[src/rtl/ram_seq_pkg.sv]
// ram_seq_pkg: state type, hold-counter sizing and CNT_MAX defaults for the RAM sequencer.
package ram_seq_pkg;
    typedef enum logic [1:0] {IDLE, WRITE, READ} state_t;
    localparam int unsigned CNT_MAX_SYN = 12_499_999;
    localparam int unsigned CNT_MAX_SIM = 10;
    function automatic int unsigned cnt_w(input int unsigned cnt_max);
        return (cnt_max < 2) ? 1 : $clog2(cnt_max);
    endfunction
endpackage

[src/rtl/ram_seq_hold_cnt.sv]
// ram_seq_hold_cnt: counts 0..CNT_MAX-1 while enabled; tc marks the last cycle of each hold period.
module ram_seq_hold_cnt
    import ram_seq_pkg::*;
#(
    parameter int unsigned CNT_MAX = CNT_MAX_SYN
) (
    input  logic clk,
    input  logic rst_n,
    input  logic clr,
    input  logic en,
    output logic tc
);
    localparam int unsigned W = cnt_w(CNT_MAX);
    localparam logic [W-1:0] LAST = W'(CNT_MAX - 1);
    logic [W-1:0] cnt;
    assign tc = en && cnt == LAST;
    always_ff @(posedge clk or negedge rst_n)
        if (!rst_n) cnt <= '0;
        else if (clr) cnt <= '0;
        else if (en) cnt <= tc ? '0 : cnt + W'(1);
endmodule

[src/rtl/ram_seq_ctrl.sv]
// ram_seq_ctrl: burst-fill and wrapping read-scan sequencer for a single-port synchronous RAM.
// Define RAM_SEQ_CTRL_CHECK_EN to add the read-back checker (rd_data in, err/err_cnt out).
module ram_seq_ctrl
    import ram_seq_pkg::*;
#(
    parameter int unsigned ADDR_W     = 8,
    parameter int unsigned DATA_W     = 8,
    parameter int unsigned DEPTH      = 256,
    parameter int unsigned CNT_MAX    = CNT_MAX_SYN,
    parameter int unsigned DATA_START = 0,
    parameter int unsigned RD_LAT     = 1
) (
    input  logic              sys_clk,
    input  logic              sys_rst_n,
    input  logic              wr_flag,
    input  logic              rd_flag,
    output logic              wr_en,
    output logic              rd_en,
    output logic [ADDR_W-1:0] addr,
    output logic [DATA_W-1:0] wr_data,
    output logic              busy,
    output logic              wr_done
`ifdef RAM_SEQ_CTRL_CHECK_EN
    ,
    input  logic [DATA_W-1:0] rd_data,
    output logic              err,
    output logic [15:0]       err_cnt
`endif
);
    localparam logic [ADDR_W-1:0] LAST = ADDR_W'(DEPTH - 1);
    localparam logic [DATA_W-1:0] SEED = DATA_W'(DATA_START);

    if (RD_LAT >= CNT_MAX || CNT_MAX < 2 || DEPTH < 2 || 64'(DEPTH) > (64'd1 << ADDR_W)) begin : g_bad_cfg
        $error("ram_seq_ctrl: invalid DEPTH/CNT_MAX/RD_LAT");
    end

    state_t state, state_d;
    logic rd_pend, rd_pend_d, wr_en_d, rd_en_d, wr_done_d, tc, pend_eff;
    logic [ADDR_W-1:0] addr_d;

    ram_seq_hold_cnt #(.CNT_MAX(CNT_MAX)) u_hold (
        .clk   (sys_clk),
        .rst_n (sys_rst_n),
        .clr   (state != READ || wr_flag || rd_flag),
        .en    (state == READ),
        .tc    (tc)
    );

    // A rd_flag on the final write cycle still counts toward the resume decision.
    assign pend_eff = rd_pend ^ rd_flag;

    always_comb begin
        state_d   = state;
        wr_en_d   = 1'b0;
        rd_en_d   = 1'b0;
        wr_done_d = 1'b0;
        addr_d    = addr;
        rd_pend_d = rd_pend;
        case (state)
            IDLE: begin
                state_d   = wr_flag ? WRITE : rd_flag ? READ : IDLE;
                wr_en_d   = wr_flag;
                rd_en_d   = !wr_flag && rd_flag;
                addr_d    = '0;
                rd_pend_d = wr_flag && rd_flag;
            end
            WRITE: begin
                if (addr == LAST) begin
                    state_d   = pend_eff ? READ : IDLE;
                    rd_en_d   = pend_eff;
                    wr_done_d = 1'b1;
                    addr_d    = '0;
                    rd_pend_d = 1'b0;
                end else begin
                    wr_en_d   = 1'b1;
                    addr_d    = addr + ADDR_W'(1);
                    rd_pend_d = pend_eff;
                end
            end
            READ: begin
                if (wr_flag) begin
                    state_d   = WRITE;
                    wr_en_d   = 1'b1;
                    addr_d    = '0;
                    rd_pend_d = !rd_flag;
                end else if (rd_flag) begin
                    state_d = IDLE;
                    addr_d  = '0;
                end else begin
                    rd_en_d = 1'b1;
                    addr_d  = !tc ? addr : (addr == LAST) ? '0 : addr + ADDR_W'(1);
                end
            end
            default: state_d = IDLE;
        endcase
    end

    always_ff @(posedge sys_clk or negedge sys_rst_n)
        if (!sys_rst_n) begin
            state   <= IDLE;
            wr_en   <= 1'b0;
            rd_en   <= 1'b0;
            addr    <= '0;
            wr_data <= '0;
            busy    <= 1'b0;
            wr_done <= 1'b0;
            rd_pend <= 1'b0;
        end else begin
            state   <= state_d;
            wr_en   <= wr_en_d;
            rd_en   <= rd_en_d;
            addr    <= addr_d;
            wr_data <= wr_en_d ? SEED + DATA_W'(addr_d) : '0;
            busy    <= state_d != IDLE;
            wr_done <= wr_done_d;
            rd_pend <= rd_pend_d;
        end

`ifdef RAM_SEQ_CTRL_CHECK_EN
    // Compare at the end of each hold period, well past the RAM read latency.
    logic wr_seen;
    always_ff @(posedge sys_clk or negedge sys_rst_n)
        if (!sys_rst_n) begin
            wr_seen <= 1'b0;
            err     <= 1'b0;
            err_cnt <= '0;
        end else begin
            if (wr_done) wr_seen <= 1'b1;
            if (tc && wr_seen && rd_data != SEED + DATA_W'(addr)) begin
                err <= 1'b1;
                if (err_cnt != 16'hFFFF) err_cnt <= err_cnt + 16'd1;
            end
        end
`endif
endmodule

[config.mk]
export PLATFORM = sky130hd
export DESIGN_NAME = ram_seq_ctrl
export DESIGN_NICKNAME = d
export VERILOG_FILES = /design/src/rtl/ram_seq_pkg.sv /design/src/rtl/ram_seq_hold_cnt.sv /design/src/rtl/ram_seq_ctrl.sv
export SDC_FILE = /design/constraint.sdc
export NUM_CORES = 1
export LEC_CHECK = 0
export CORE_MARGIN = 5
export CORE_UTILIZATION = 33
export DETAILED_ROUTE_END_ITERATION = 10
export HOLD_SLACK_MARGIN = 0.15
export PLACE_DENSITY = 0.51
export SLEW_MARGIN = 10
export SYNTH_ARGS = -nofsm -noshare
export SYNTH_HDL_FRONTEND = slang
export SYNTH_SLANG_ARGS = --single-unit
export TNS_END_PERCENT = 1
[constraint.sdc]
create_clock -name sys_clk -period 2.2 [get_ports sys_clk]
set_input_delay 0.44 -clock sys_clk [delete_from_list [all_inputs] [get_ports sys_clk]]
set_output_delay 0.44 -clock sys_clk [all_outputs]
set_load 0.01 [all_outputs]
==> results of run 1 <==
routing by layer:
metal | global-route usage | vias to the layer above
met5 | 0 | -
met4 | 0.0474 | 0
met3 | 0.0328 | 6
met2 | 0.204 | 31
met1 | 0.196 | 938
li1 | - | 1016
stage by stage:
stage / worst slack [ns] / cells / hold WS [ns]
6_report: 0.0720 / 409 / 0.537
5_1_grt: -0.0256 / 409 / 0.571
4_1_cts: 0.0407 / 409 / 0.539
3_5_place_dp: -0.0487 / 400 / 0.439
3_3_place_gp: -0.0489 / 400 / 0.434
2_1_floorplan: 0.0473 / 253 / 0.144
sequential cells by signal, indices dropped and copies added (netlist names):
name / cells
u_hold.cnt: 24
addr: 8
wr_data: 8
state: 2
busy: 1
rd_en: 1
rd_pend: 1
wr_done: 1
wr_en: 1
how the worst min path moves through the flow:
stage	startpoint	to	slack (ns)	cells after the start
after floorplan	sys_rst_n	addr[0]	0.14	0
after global placement	sys_rst_n	u_hold.cnt[4]	0.43	1
after detailed placement	sys_rst_n	u_hold.cnt[4]	0.44	1
after CTS	u_hold.cnt[1]	u_hold.cnt[1]	0.54	2
after global routing	u_hold.cnt[1]	u_hold.cnt[1]	0.57	2
final	u_hold.cnt[1]	u_hold.cnt[1]	0.54	2
worst reg2reg max path: stages, from the launching register on:
cell and delay, ns:
dfrtp_1 0.38, inv_1 0.12, ha_4 0.18, inv_2 0.04, or3_4 0.39, o31a_1 0.35
or4_1 0.50, o21ai_0 0.08
area by class of cell:
cell class                 count  area share
timing repair buffer          59       0.157
inverter                       9      0.0106
clock buffer                   6      0.0260
tap                           99      0.0390
multi-input combinational    187       0.386
clock inverter                 2      0.0110
sequential                    47       0.370
layout by cell type, fill, tap and decap left out, types with 3 or more instances in the layout:
master            n
and3_2            3
ha_1              6
nor2_1           37
or3_1             3
a31oi_1           7
clkdlybuf4s50_1  22
inv_1             7
nor3_1            8
o2bb2ai_1         6
buf_4            35
xor2_1           18
nand3_1          11
nand2_1          12
xnor2_1           5
nand4_1          10
o21ai_0           7
clkbuf_8          6
dfrtp_1          47
mux2i_1           3
a21oi_1          10
and3_1            6
cell families (layout without fill, tap and decap cells):
family,Yosys count,in the layout,synth area share
AOI/OAI and AO/OA,45,45,0.122
xor gates and xnor gates,23,23,0.0821
adders and majority gates,7,7,0.0357
buffers and inverters,19,76,0.0362
DFF,47,47,0.479
muxes,3,3,0.0122
and+or+nand+nor,109,109,0.232
power by group:
group          internal (mW)  total [mW]  switching, mW
Clock                  0.368       0.663          0.295
Sequential             0.942       0.980         0.0382
Combinational          0.408       0.901          0.493
what timing repair did:
action / CTS / global route
endpoints found under the setup margin: 2 / 23
setup buffers: 0 / 0
endpoints found under the hold margin: 18 / 0
hold buffers: 1 / 0
gates resized for setup: 1 / 6
==> impl_results.md, run 1 <==
* Worst path top cell family by delay: simple AND/OR/NAND/NOR gates
* Clock Sinks at 47
* Mapped Cells at ~250
* Worst min path class: reg2reg
* Total wire length at ~5.7 mm
* Final Cycle Share at 0.967
* Die H at 96.3 um
* Final Core Density at 0.438
* Reg area at 1180 um2
* Total track usage at 0.138
* Relative slew slack at 0.671
* CTS H-tree depth at 2
* Leak at approximately 1.3 nW
* Critical Path RT at 2.42 ns
* Final Cell Area at 3180 um2
* Final min period at roughly 2.1 ns
* Iteration-0 DRC Markers at between 100 and 150
* DIE AREA at 9260 um2
* CP max-delay cell: or4_1
* Crit path from: state[0]
* WL per Instance at 14.0 um
* Buffers added on ports at 23
* Initial Util at 0.338
* Max_cap viols at 0
* Clock Pin Slew Worst Setup and Hold Paths at 0.09 ns
* Post-synth top area cell: dfrtp_1
* Detailed Routing Iterations Pass 1 at 5
* Final Hold Fails at 0
* Met3 WL at 183 um
* Initial antenna violation count at 0
* Mapped cell area at 2450 um2
* Fillers at 734
* Arr. time, crit path at 2.35 ns
* Die Span X at 96.3 um
* Area delta synth->final at 29.4%
* Final Slew Violations at 0
* Max IR drop VDD at roughly 0.35 mV
* Number of synthesized flops with an enable pin at 0
* Post-route ant nets at 0
* DRC Markers at 0
* Synth unique cells at 47
* Wl on met1 at 2.86 mm
* Post-synth top cells: dfrtp_1, nor2_1, xor2_1, nand2_1, nand3_1
* PnR Total Power at 2.54 mW
* Async SR Flop Fraction at 1.00
* Syn Area/Cell at 9.70 um2
* Crit-path max cell delay at 0.50 ns
* Largest cells by area after synthesis: dfrtp_1, xor2_1, nor2_1, ha_1, nand4_1
* Pwr Density at 801 nW/um2
* Largest net degree at the start of global routing at 21
* Io pins at 24
* YS warnings at 0
* Vias in the first global route at 2032
* Layout net count at 320
* Crit-path cells: inv_1 > ha_4 > inv_2 > or3_4 > o31a_1 > or4_1 > o21ai_0
* Setup Total Neg Slack at 0 ns
* Worst-Margin Slew at 0.493 ns
* Layout Skew at about 0.0075 ns
* Yosys top cell area share at 0.479
* Reg2Reg Setup Slack at approximately 0.07 ns
* Worst Path Buf+Inv at 2
* Final GP Congestion at 0.877
* CTS Buf Count at 5
* Post-Syn Nets at 264
* Root buffer cell: clkbuf_8
* Post-synthesis register bit count at 47
* Reg2reg end: wr_data[0]
* Cell with the most instances after synthesis: dfrtp_1
* Setup violations, final at 0
* Element type at the critical path end: flop
* R2r startpoint: state[0]
* DP Wirelength at 4.21 mm
* Critical Path Stages at 7
* Crit start category: flop
* Met2 wire len at 2.62 mm
* Achievable Freq at about 470 MHz
* Crit Path Class: reg2reg
* Outcome: completed
* TritonCTS clock tree: yes
* Layout cells sized above 1 at 0.197
* Highest Signal Layer: met4
* CTS Buffer Depth at 2
* Core area at between 7000 and 8000 um2
* Area of the multi-input gates at 1230 um2
* Worst R2R Path Depth at 7
* Clock Latency Late Sink at 0.30 ns
* Grt ovf at 0
* Worst-path fanout max at 3
* Routed vias/inst at 4.87
* Crit path capture: wr_data[0]
* Vias at 1991
* N_diodes at 0
* First-pass GRT wire length at around 10 mm
* Placed Area at between 3000 and 4000 um2
* Sequential share of the synthesized area at 0.479
* # rows at 31
* Dominant synthesized flop cell: dfrtp_1
(Power assumes the default switching activity.)
==> inputs of run 2 (changes only) <==
--- a/config.mk
+++ b/config.mk
@@ -5,13 +5,15 @@
 export SDC_FILE = /design/constraint.sdc
 export NUM_CORES = 1
 export LEC_CHECK = 0
+export CORE_ASPECT_RATIO = 1.4
 export CORE_MARGIN = 5
 export CORE_UTILIZATION = 33
 export DETAILED_ROUTE_END_ITERATION = 10
 export HOLD_SLACK_MARGIN = 0.15
-export PLACE_DENSITY = 0.51
+export PLACE_DENSITY = 0.5
 export SLEW_MARGIN = 10
 export SYNTH_ARGS = -nofsm -noshare
 export SYNTH_HDL_FRONTEND = slang
+export SYNTH_HIERARCHICAL = 1
 export SYNTH_SLANG_ARGS = --single-unit
 export TNS_END_PERCENT = 1
==> run 2 against run 1 <==
Against the previous run:
- the flow now finishes with violations (negative setup slack)
- hold slack improved by 0.041 ns
- critical path depth unchanged
- sequential power decreased by 10%
- area after synthesis increased by 8.5%
- largest cell class unchanged
- highest routed layer unchanged
==> impl_results.md, run 2 <==
* Largest cells by area after synthesis: dfrtp_1, a21oi_1, xor2_1, nor2_1, ha_1
* Flip-flop count of the largest register after layout at 24 (unchanged)
* Worst Path Buf+Inv at 0 (-2)
* DIE AREA at 9990 um2 (+7.8%)
* Most frequent cells in the layout: buf_4, dfrtp_1, nor2_1
* Reg with most FFs: u_hold/cnt
* Crit Path Class: reg2reg
* Buffers added on ports at 23 (unchanged)
* Largest net degree at the start of global routing at 48 (+130%)
* Crit-path max cell delay at 0.51 ns (about the same)
* Area of the multi-input gates at 1450 um2 (+18%)
* Layout cells sized above 1 at 0.252 (+0.0553)
* Syn Area/Cell at 9.44 um2 (-2.7%)
* Sequential share of the synthesized area at 0.442 (-0.0374)
* Total track usage at 0.153 (+0.0152)
* Final Slew Violations at 0 (unchanged)
* Layout net count at 371 (+16%)
* RSZ-0062 raised after global routing: yes
* Layout Skew at 0.00826 ns (+0.000759 ns)
* Final min period at 2.45 ns (+0.319 ns)
* Post-route ant nets at 0 (unchanged)
* Critical Path RT at 2.41 ns (about the same)
* CTS Buffer Depth at 2 (unchanged)
* Final Cycle Share at 1.11 (+0.145)
* Setup Total Neg Slack at -1.83 ns (-1.83 ns)
* Cell with the most instances after synthesis: dfrtp_1
* Post-synth top area cell: dfrtp_1
* Total wire length at 7.00 mm (+22%)
* Worst path top cell family by delay: simple AND/OR/NAND/NOR gates
* Vias in the first global route at 2554 (+26%)
* Top Registers: u_hold/cnt x24, addr x8, wr_data x8
* Setup violations, final at 15 (+15)
* Worst min path class: reg2reg
* DP Wirelength at 5.22 mm (+24%)
* Area delta synth->final at 35.7%
* Violated checks: negative setup slack
* Post-synth top cells: dfrtp_1, nor2_1, a21oi_1, nand2_1, nand3_1
* PnR Total Power at 1.53 mW (-40%)
* Hold Slack at 0.578 ns (+0.0408 ns)
* Initial Util at 0.341 (+0.00301)
* Crit start category: flop
* N_diodes at 0 (unchanged)
* CTS Buf Count at 5 (unchanged)
* Leak at 1.56 nW (+16%)
* Clock Latency Late Sink at 0.30 ns (about the same)
* Final Hold Fails at 0 (unchanged)
* TritonCTS clock tree: yes
* Arr. time, crit path at 2.65 ns (+0.30 ns)
* Relative slew slack at 0.764 (+0.0928)
* Number of synthesized flops with an enable pin at 0 (unchanged)
* Max_cap viols at 0 (unchanged)
* Worst-Margin Slew at 0.354 ns (-0.140 ns)
* Routed vias/inst at 5.23 (+7.5%)
* Outcome: finished with violations
* Grt ovf at 0 (unchanged)
* First-pass GRT wire length at 12.2 mm (+23%)
* Root buffer cell: clkbuf_8
* Mapped Cells at 282 (+11%)
* Core area at 7800 um2 (+7.5%)
* Crit-path cells: or4_1 > or4_4 > nor2_4 > nand4bb_1 > a22oi_2 > nand2_1 > a311oi_2
* Final GP Congestion at 0.859 (-2.1%)
* Max IR drop VDD at 0.236 mV (-33%)
* Yosys top cell area share at 0.442 (-0.0374)
* Async SR Flop Fraction at 1.00 (unchanged)
* Commonest non-fill, non-tap cell in the layout: buf_4
* Mapped cell area at 2660 um2 (+8.5%)
* Post-route setup slack at -0.247 ns (-0.319 ns)
* Clock Sinks at 47 (unchanged)
* Die Span X at 85.9 um (-11%)
* CP max-delay cell: or4_1
* Reg area at 1180 um2 (unchanged)
* # rows at 38 (+23%)
* CTS H-tree depth at 2 (unchanged)
* Element type at the critical path end: flop
* Iteration-0 DRC Markers at 86 (-24%)
* Placement Setup Slack at -0.269 ns (-0.221 ns)
* Achievable Freq at 409 MHz (-13%)
* Post-Syn Nets at 293 (+11%)
* Detailed Routing Iterations Pass 1 at 4 (-1)
* Placed Area at 3420 um2 (+13%)
* Worst-path fanout max at 6 (+3)
* Pwr Density at 425 nW/um2 (-47%)
* Vias at 2413 (+21%)
* Initial antenna violation count at 0 (unchanged)
* Clock Pin Slew Worst Setup and Hold Paths at 0.09 ns (about the same)
* Dominant synthesized flop cell: dfrtp_1
* Io pins at 24 (unchanged)
* Die H at 116 um (+21%)
* DRC Markers at 0 (unchanged)
* Fillers at 781 (+6.4%)
* YS warnings at 6 (+6)
* Final Cell Area at 3610 um2 (+14%)
* Post-synthesis register bit count at 47 (unchanged)
* Synth unique cells at 54 (+15%)
* WL per Instance at 15.2 um (+8.4%)
run 2: cell types whose count changed after synthesis, sizes merged, moves of 4 or more:
cell    before  now
xor2        18   11
and3         9   14
nand2       12   18
inv          8   12
a21oi       10   21
nor3b        0    4
and4         0    5
buf          2    7
nor2        37   25
clkbuf       8    4
run 2: worst paths after layout:
kind / start / to / slack [ns] / cells past startpoint
worst max register to register: u_hold/cnt[9] / wr_data[3] / -0.25 / 7
worst max-delay path: u_hold/cnt[9] / wr_data[3] / -0.25 / 7
max in group asynchronous: sys_rst_n / state[0] / 1.32 / 3
worst min register to register: u_hold/cnt[19] / u_hold/cnt[19] / 0.58 / 2
min in group asynchronous: sys_rst_n / u_hold/cnt[3] / 0.66 / 3
worst min-delay path: u_hold/cnt[19] / u_hold/cnt[19] / 0.58 / 2
run 2: worst register-to-register path, cell delays in order, from the launching register on:
cell and delay, ns:
dfrtp_1 0.38, or4_1 0.51, or4_4 0.46, nor2_4 0.15
nand4bb_1 0.17, a22oi_2 0.30, nand2_1 0.12, a311oi_2 0.28
run 2: power by group:
part	internal (mW)	switching, mW	leakage (nW)
combinational	0.0289	0.0418	0.910
clock	0.288	0.296	0.0515
sequential	0.873	0.00675	0.599
run 2: timing repair:
item	in CTS	in global routing
endpoints found under the setup margin	27	35
endpoints found under the hold margin	47	0
resized for setup	11	12
hold buffers	1	0
pin swaps	9	4
setup buffers	0	0
run 2: cell families after synthesis:
kind of cell             share of synthesized area
AND/OR/NAND/NOR                              0.276
AO/OA/AOI/OAI                                0.144
multiplexers                                0.0122
flip-flops                                   0.442
XOR/XNOR                                    0.0493
adder cells (fa/ha/maj)                     0.0329
buffers and inverters                       0.0437
run 2: area by class of cell:
cell class	instances	share of cell area
timing repair buffer	83	0.199
sequential	47	0.326
clock buffer	8	0.0277
tap	100	0.0346
inverter	12	0.0125
multi-input combinational	211	0.400
run 2: metal layers:
| layer | GRT usage | wire [um] | part of all wire | vias to the layer above |
|---|---|---|---|---|
| met2 | 0.291 | 3830 | 0.55 | 54 |
| met5 | 0 | 0 | 0 | - |
| met4 | 0.0496 | 123 | 0.018 | 0 |
| met1 | 0.170 | 2860 | 0.41 | 1166 |
| li1 | - | - | - | 1181 |
| met3 | 0.0282 | 185 | 0.026 | 12 |
run 2: stage by stage:
stage | utilization | std cells
final | 0.463 | 461
after global routing | 0.463 | 461
after CTS | 0.458 | 461
after detailed placement | 0.438 | 452
after global placement | 0.438 | 452
after floorplan | - | 282
